<file path="src/rtl/snn_pkg.sv">
`default_nettype none
// ============================================================================
// Module      : snn_pkg
// Description : Shared types and constants for the SNN step scheduler:
//               scheduler state encoding, drop-counter width, timer width
//               and an index-width helper.
// Revision    : 1.0 - initial release
// ============================================================================
package snn_pkg;

    // Scheduler states
    typedef enum logic [1:0] {
        IDLE   = 2'd0,
        EVENT  = 2'd1,
        UPDATE = 2'd2
    } sched_state_e;

    // Width of the saturating dropped-pulse counter
    localparam int DROP_CNT_W = 8;

    // Width of the timestep prescaler
    localparam int TIMER_W = 24;

    // Bits needed to index n items; never less than one bit
    function automatic int idx_width(input int n);
        return (n > 1) ? $clog2(n) : 1;
    endfunction

endpackage
`default_nettype wire

</file>
<file path="src/rtl/snn_rr_arbiter.sv">
`default_nettype none
// ============================================================================
// Module      : snn_rr_arbiter
// Description : Combinational round-robin picker. Returns the first pending
//               channel at or after rr_ptr (wrapping) and whether any
//               channel is pending.
// Revision    : 1.0 - initial release
// ============================================================================
module snn_rr_arbiter
    import snn_pkg::*;
#(
    parameter int NUM_IN = 3
) (
    input  logic [NUM_IN-1:0]             pending,
    input  logic [idx_width(NUM_IN)-1:0]  rr_ptr,
    output logic [idx_width(NUM_IN)-1:0]  grant,
    output logic                          any
);

    localparam int c_src_w = idx_width(NUM_IN);

    logic [c_src_w-1:0] w_idx;

    // Scan from the farthest rotation back to rr_ptr so the nearest hit wins
    always_comb begin
        grant = '0;
        any   = 1'b0;
        w_idx = '0;
        for (int k = NUM_IN - 1; k >= 0; k--) begin
            w_idx = c_src_w'((int'(rr_ptr) + k) % NUM_IN);
            if (pending[w_idx]) begin
                grant = w_idx;
                any   = 1'b1;
            end
        end
    end

endmodule
`default_nettype wire

</file>
<file path="src/rtl/snn_step_scheduler.sv">
`default_nettype none
// ============================================================================
// Module      : snn_step_scheduler
// Description : Sequences the SNN core. Latches input spike events and
//               grants them round-robin to the synapse accumulator; a
//               prescaled timer starts each timestep, during which every
//               neuron index is walked through the neuron update unit.
//               Optional feature macro: SNN_DROP_CNT_EN adds the drop_cnt
//               output (saturating count of pulses lost to a set pending flag).
// Revision    : 1.0 - initial release
// ============================================================================
module snn_step_scheduler
    import snn_pkg::*;
#(
    parameter int                 NUM_IN      = 3,
    parameter int                 NUM_NEURONS = 3,
    parameter logic [TIMER_W-1:0] TICK_COUNT  = 24'd10000000
) (
    input  logic                              clk,
    input  logic                              reset,
    input  logic                              ena,
    input  logic [NUM_IN-1:0]                 spike_in,
    output logic                              ev_valid,
    output logic [idx_width(NUM_IN)-1:0]      ev_src,
    input  logic                              ev_ready,
    output logic                              upd_valid,
    output logic [idx_width(NUM_NEURONS)-1:0] upd_idx,
    input  logic                              upd_ready,
    output logic                              tick,
    output logic                              busy,
    output logic                              overrun
`ifdef SNN_DROP_CNT_EN
    ,
    output logic [DROP_CNT_W-1:0]             drop_cnt
`endif
);

    localparam int                 c_src_w      = idx_width(NUM_IN);
    localparam int                 c_idx_w      = idx_width(NUM_NEURONS);
    localparam logic [c_src_w-1:0] c_last_src   = c_src_w'(NUM_IN - 1);
    localparam logic [c_idx_w-1:0] c_last_idx   = c_idx_w'(NUM_NEURONS - 1);
    localparam logic [TIMER_W-1:0] c_timer_last = TICK_COUNT - TIMER_W'(1);

    sched_state_e       r_state;
    sched_state_e       w_state_next;
    logic [TIMER_W-1:0] r_timer;
    logic               r_tick_pending;
    logic               r_overrun;
    logic               r_tick;
    logic [NUM_IN-1:0]  r_pending;
    logic [c_src_w-1:0] r_rr_ptr;
    logic [c_src_w-1:0] r_ev_src;
    logic [c_idx_w-1:0] r_upd_idx;
    logic [c_src_w-1:0] w_grant;
    logic               w_any;
    logic               w_term;
    logic               w_ev_hs;
    logic               w_upd_hs;
    logic               w_start_ev;
    logic               w_start_upd;
    logic [NUM_IN-1:0]  w_clear;

    snn_rr_arbiter #(
        .NUM_IN (NUM_IN)
    ) u_arb (
        .pending (r_pending),
        .rr_ptr  (r_rr_ptr),
        .grant   (w_grant),
        .any     (w_any)
    );

    assign w_term   = ena && (r_timer == c_timer_last);
    assign w_ev_hs  = (r_state == EVENT) && ev_ready;
    assign w_upd_hs = (r_state == UPDATE) && upd_ready;
    assign w_clear  = w_ev_hs ? ({{(NUM_IN-1){1'b0}}, 1'b1} << r_ev_src) : '0;

    // State register
    always_ff @(posedge clk) begin
        if (reset) r_state <= IDLE;
        else       r_state <= w_state_next;
    end

    // Next state; a pending timestep takes priority over event grants
    always_comb begin
        w_state_next = r_state;
        w_start_ev   = 1'b0;
        w_start_upd  = 1'b0;
        case (r_state)
            IDLE: begin
                if (ena && r_tick_pending) begin
                    w_state_next = UPDATE;
                    w_start_upd  = 1'b1;
                end else if (ena && w_any) begin
                    w_state_next = EVENT;
                    w_start_ev   = 1'b1;
                end
            end
            EVENT:   if (ev_ready) w_state_next = IDLE;
            UPDATE:  if (upd_ready && (r_upd_idx == c_last_idx)) w_state_next = IDLE;
            default: w_state_next = IDLE;
        endcase
    end

    // Timer, tick bookkeeping, pending flags, grant and walk registers
    always_ff @(posedge clk) begin
        if (reset) begin
            r_timer        <= '0;
            r_tick_pending <= 1'b0;
            r_overrun      <= 1'b0;
            r_tick         <= 1'b0;
            r_pending      <= '0;
            r_rr_ptr       <= '0;
            r_ev_src       <= '0;
            r_upd_idx      <= '0;
        end else begin
            if (ena) r_timer <= w_term ? '0 : r_timer + 1'b1;
            // A new expiry re-arms the tick even if the old one is consumed now
            if (w_term)           r_tick_pending <= 1'b1;
            else if (w_start_upd) r_tick_pending <= 1'b0;
            if (w_term && (r_tick_pending || (r_state == UPDATE))) r_overrun <= 1'b1;
            r_tick    <= w_start_upd;
            // New pulse wins over the handshake clear of the same channel
            r_pending <= (r_pending & ~w_clear) | spike_in;
            if (w_ev_hs)    r_rr_ptr <= (r_ev_src == c_last_src) ? '0 : r_ev_src + 1'b1;
            if (w_start_ev) r_ev_src <= w_grant;
            if (w_start_upd)                           r_upd_idx <= '0;
            else if (w_upd_hs && (r_upd_idx != c_last_idx)) r_upd_idx <= r_upd_idx + 1'b1;
        end
    end

    assign ev_valid  = (r_state == EVENT);
    assign ev_src    = r_ev_src;
    assign upd_valid = (r_state == UPDATE);
    assign upd_idx   = r_upd_idx;
    assign tick      = r_tick;
    assign busy      = (r_state != IDLE);
    assign overrun   = r_overrun;

`ifdef SNN_DROP_CNT_EN
    localparam int c_drop_max = (1 << DROP_CNT_W) - 1;

    logic [NUM_IN-1:0]     w_drop;
    logic [DROP_CNT_W-1:0] r_drop_cnt;
    int                    w_drop_sum;

    // A pulse is lost when its flag is set and not being cleared this cycle
    assign w_drop = spike_in & r_pending & ~w_clear;

    // Candidate count before saturation
    always_comb begin
        w_drop_sum = int'(r_drop_cnt) + $countones(w_drop);
    end

    // Saturating drop counter
    always_ff @(posedge clk) begin
        if (reset)                        r_drop_cnt <= '0;
        else if (w_drop_sum > c_drop_max) r_drop_cnt <= DROP_CNT_W'(c_drop_max);
        else                              r_drop_cnt <= DROP_CNT_W'(w_drop_sum);
    end

    assign drop_cnt = r_drop_cnt;
`endif

endmodule
`default_nettype wire

</file>
<file path="config.mk">
export PLATFORM = sky130hd
export DESIGN_NAME = snn_step_scheduler
export DESIGN_NICKNAME = d
export VERILOG_FILES = /design/src/rtl/snn_pkg.sv /design/src/rtl/snn_rr_arbiter.sv /design/src/rtl/snn_step_scheduler.sv
export SDC_FILE = /design/constraint.sdc
export NUM_CORES = 1
export LEC_CHECK = 0
export BUFFER_PORTS_ARGS = -buffer_cell sky130_fd_sc_hd__buf_2
export CELL_PAD_IN_SITES_DETAIL_PLACEMENT = 1
export CELL_PAD_IN_SITES_GLOBAL_PLACEMENT = 1
export CORE_MARGIN = 1.5
export CORE_UTILIZATION = 47
export DETAILED_ROUTE_END_ITERATION = 16
export GPL_TIMING_DRIVEN = 0
export PLACE_DENSITY = 0.79
export SYNTH_ARGS = -nofsm -noshare
export SYNTH_HDL_FRONTEND = slang
export SYNTH_SLANG_ARGS = --single-unit
export TNS_END_PERCENT = 30
</file>
<file path="constraint.sdc">
create_clock -name clk -period 5.9 [get_ports clk]
set_clock_uncertainty 0.2 [all_clocks]
set_input_delay 0.885 -clock clk [delete_from_list [all_inputs] [get_ports clk]]
set_output_delay 0.885 -clock clk [all_outputs]
set_load 0.05 [all_outputs]
</file>
==> run metrics <==
outcome finished, final reports clean; Final Cycle Share 0.431; largest stage delay on the critical path 0.69 ns; Synth warnings 0; count of final hold-check violations 0; Syn Area/Cell 8.36 um2; DRC Markers 0; Post-Route Utilization 0.560; drt first pass iters 4; number of DRC markers in iteration 0 69; mux contribution to synthesized area 0.00530; number of vias per cell 5.62; crit path launch type input port; first-pass GRT wire length 7570 um; Max Fclk 393 MHz; Final ANT Viol Nets 0; Required @ worst endpoint 5.89 ns; wire per inst 15.5 um; CP endpoint kind flop; EDFF count, synth 0; design area 2110 um2; Placement Cell Area 2020 um2; min cycle time layout 2.55 ns; FF-to-FF End r_timer[9]$_SDFFE_PP0P_; top-count cell post-synth nor2_1; Clock Pin Slew Worst Setup and Hold Paths 0.07 ns; critical-path cell list buf_4 > nand4_2 > nor4_2 > nand4_1 > and3_1 > o21ba_1; die width 66.4 um; Hold Path End overrun$_SDFFE_PP0P_; routed wire length 4590 um; min-delay src overrun$_SDFFE_PP0P_; cts hold-fix bufs 0; post-route non-filler standard cell count 296; dpl cells 288; Sink Count 38; H-tree levels 2; RSZ-0062 raised after global routing false; CTS tree built; slew margin rel. 0.493; hpwl dp 3400 um; area leader, netlist dfxtp_1; Synth-to-Final Area Change 11.7%; fraction of synthesized cell area in xor and xnor cells 0.102; Final Max Slew Viols 0; grt total ovfl 0; synth unique cells 45; Final setup viols 0; Post-synth top flop dfxtp_1; Vias 1664; clock buffer depth 2; GRT Total Usage 0.229; post-CTS sizing 0; Async S/R FF share, synth 0; Seq/Total Area, Yosys 0.403; layout cells sized above 1 0.129; total leakage power 0.000847 uW; core area 3770 um2; Die Ht 66.4 um; Net Count, Synth 240; CTS Buf Count 5; Mapped Cells 226; Synth Area in Simple Gates 0.309; CP Max Fanout 10; Area contributors post-synth dfxtp_1 40%, nor2_1 7.7%, xor2_1 7.4%, a21oi_1 4.0%, ha_1 4.0%; PortBufs 14; CP Class in -> reg; Nets 261; RR Startpoint r_timer[0]$_SDFFE_PP0P_; routability cong. 0.744; largest family of logic cells by synthesized area simple AND/OR/NAND/NOR gates; WP data arrival 2.54 ns; Worst Reg-to-Reg Cells 7; largest net degree at the start of global routing 12; Max-Cap Viols 0; HP Class reg -> reg; #FFs+latches synth 38; Yosys top cell area share 0.403; initial core utilization 0.501; power density cells 237 nW/um2; Ports 17; Die Footprint 4410 um2; slowest CP cell nor4_2; worst-margin pin slew 0.754 ns; commonest cells in the netlist 39 x nor2_1, 38 x dfxtp_1, 19 x nand2_1; compound-gate portion of the synthesized area 0.107; antenna violations before repair 0; setup TNS 0 ns; Setup Fix Bufs, Post-CTS 0; Peak VDD IR 106 uV; flop2flop setup slack 3.50 ns; vias in the first global route 1707; standard-cell rows 22; Post-Synth Adder-Cell Area 0.0397; root buf cell clkbuf_8; Worst-Skew Late Latency 0.29 ns; number of antenna diodes 0; number of cells on the worst hold path 2; Total Power 500 uW; Synth Cell Area 1890 um2
cells by family (layout without fill, tap and decap cells):
group	after synthesis	count (layout)
fa+ha+maj	6	6
flops	38	38
compound gates	32	32
simple gates	111	111
mux	1	1
xor+xnor	22	22
buf+inv	16	38
critical path, delay by kind of cell:
kind	cells	cell delay [ns]
AO/OA/AOI/OAI	1	0.17
buffers and inverters	1	0.15
AND/OR/NAND/NOR	4	1.33
metrics by stage:
step | worst slack, ns | hold slack (ns)
after floorplan | 3.32 | 0.258
final | 3.35 | 0.259
after detailed placement | 3.08 | 0.255
after CTS | 3.36 | 0.266
after global routing | 3.22 | 0.275
after global placement | 3.13 | 0.235
state kept, by name, summed over array words and instances (netlist names):
signal and flops:
r_tick_pending 1, tick 1, r_state 2, ev_src 2
r_rr_ptr 2, upd_idx 2, r_timer 24, overrun 1
r_pending 3
cell usage in the layout, fill, tap and decap left out, types with 5 or more instances in the layout:
| master | count |
|---|---|
| xnor2_1 | 6 |
| buf_2 | 16 |
| clkbuf_8 | 6 |
| nand4_1 | 10 |
| a21oi_1 | 15 |
| ha_1 | 6 |
| inv_1 | 10 |
| nor4_1 | 5 |
| nor2_1 | 39 |
| dfxtp_1 | 38 |
| xor2_1 | 16 |
| nor2b_1 | 7 |
| nand2_1 | 19 |
| o21ai_0 | 5 |
how the worst max path moves through the flow:
stage	start	end	slack, ns
2_1_floorplan	ena	r_timer[23]$_SDFFE_PP0P_	3.32
3_3_place_gp	ena	r_timer[7]$_SDFFE_PP0P_	3.13
3_5_place_dp	ena	r_timer[23]$_SDFFE_PP0P_	3.08
4_1_cts	ena	r_timer[23]$_SDFFE_PP0P_	3.36
5_1_grt	ena	r_timer[23]$_SDFFE_PP0P_	3.22
6_report	ena	r_timer[23]$_SDFFE_PP0P_	3.35
area by class of cell:
cell class	instances	area, um2
inverter	10	37.5
clock buffer	7	86.3
multi-input combinational	172	1060
sequential	38	761
clock inverter	1	5.00
tap	48	60.1
fill	475	1660
buffer	6	28.8
timing repair buffer	14	70.1
power breakdown:
part           internal, uW  switching (uW)
clock                  94.2            89.1
sequential              261            6.36
combinational          16.5            32.3
metal layers:
layer	up-vias	track usage	routed length (um)
met5	-	0	0
met4	0	0.102	71
met3	7	0.0358	103
met2	17	0.433	2390
met1	816	0.246	2020
li1	824	-	-
Note: power is estimated with default switching activity, not from simulation.
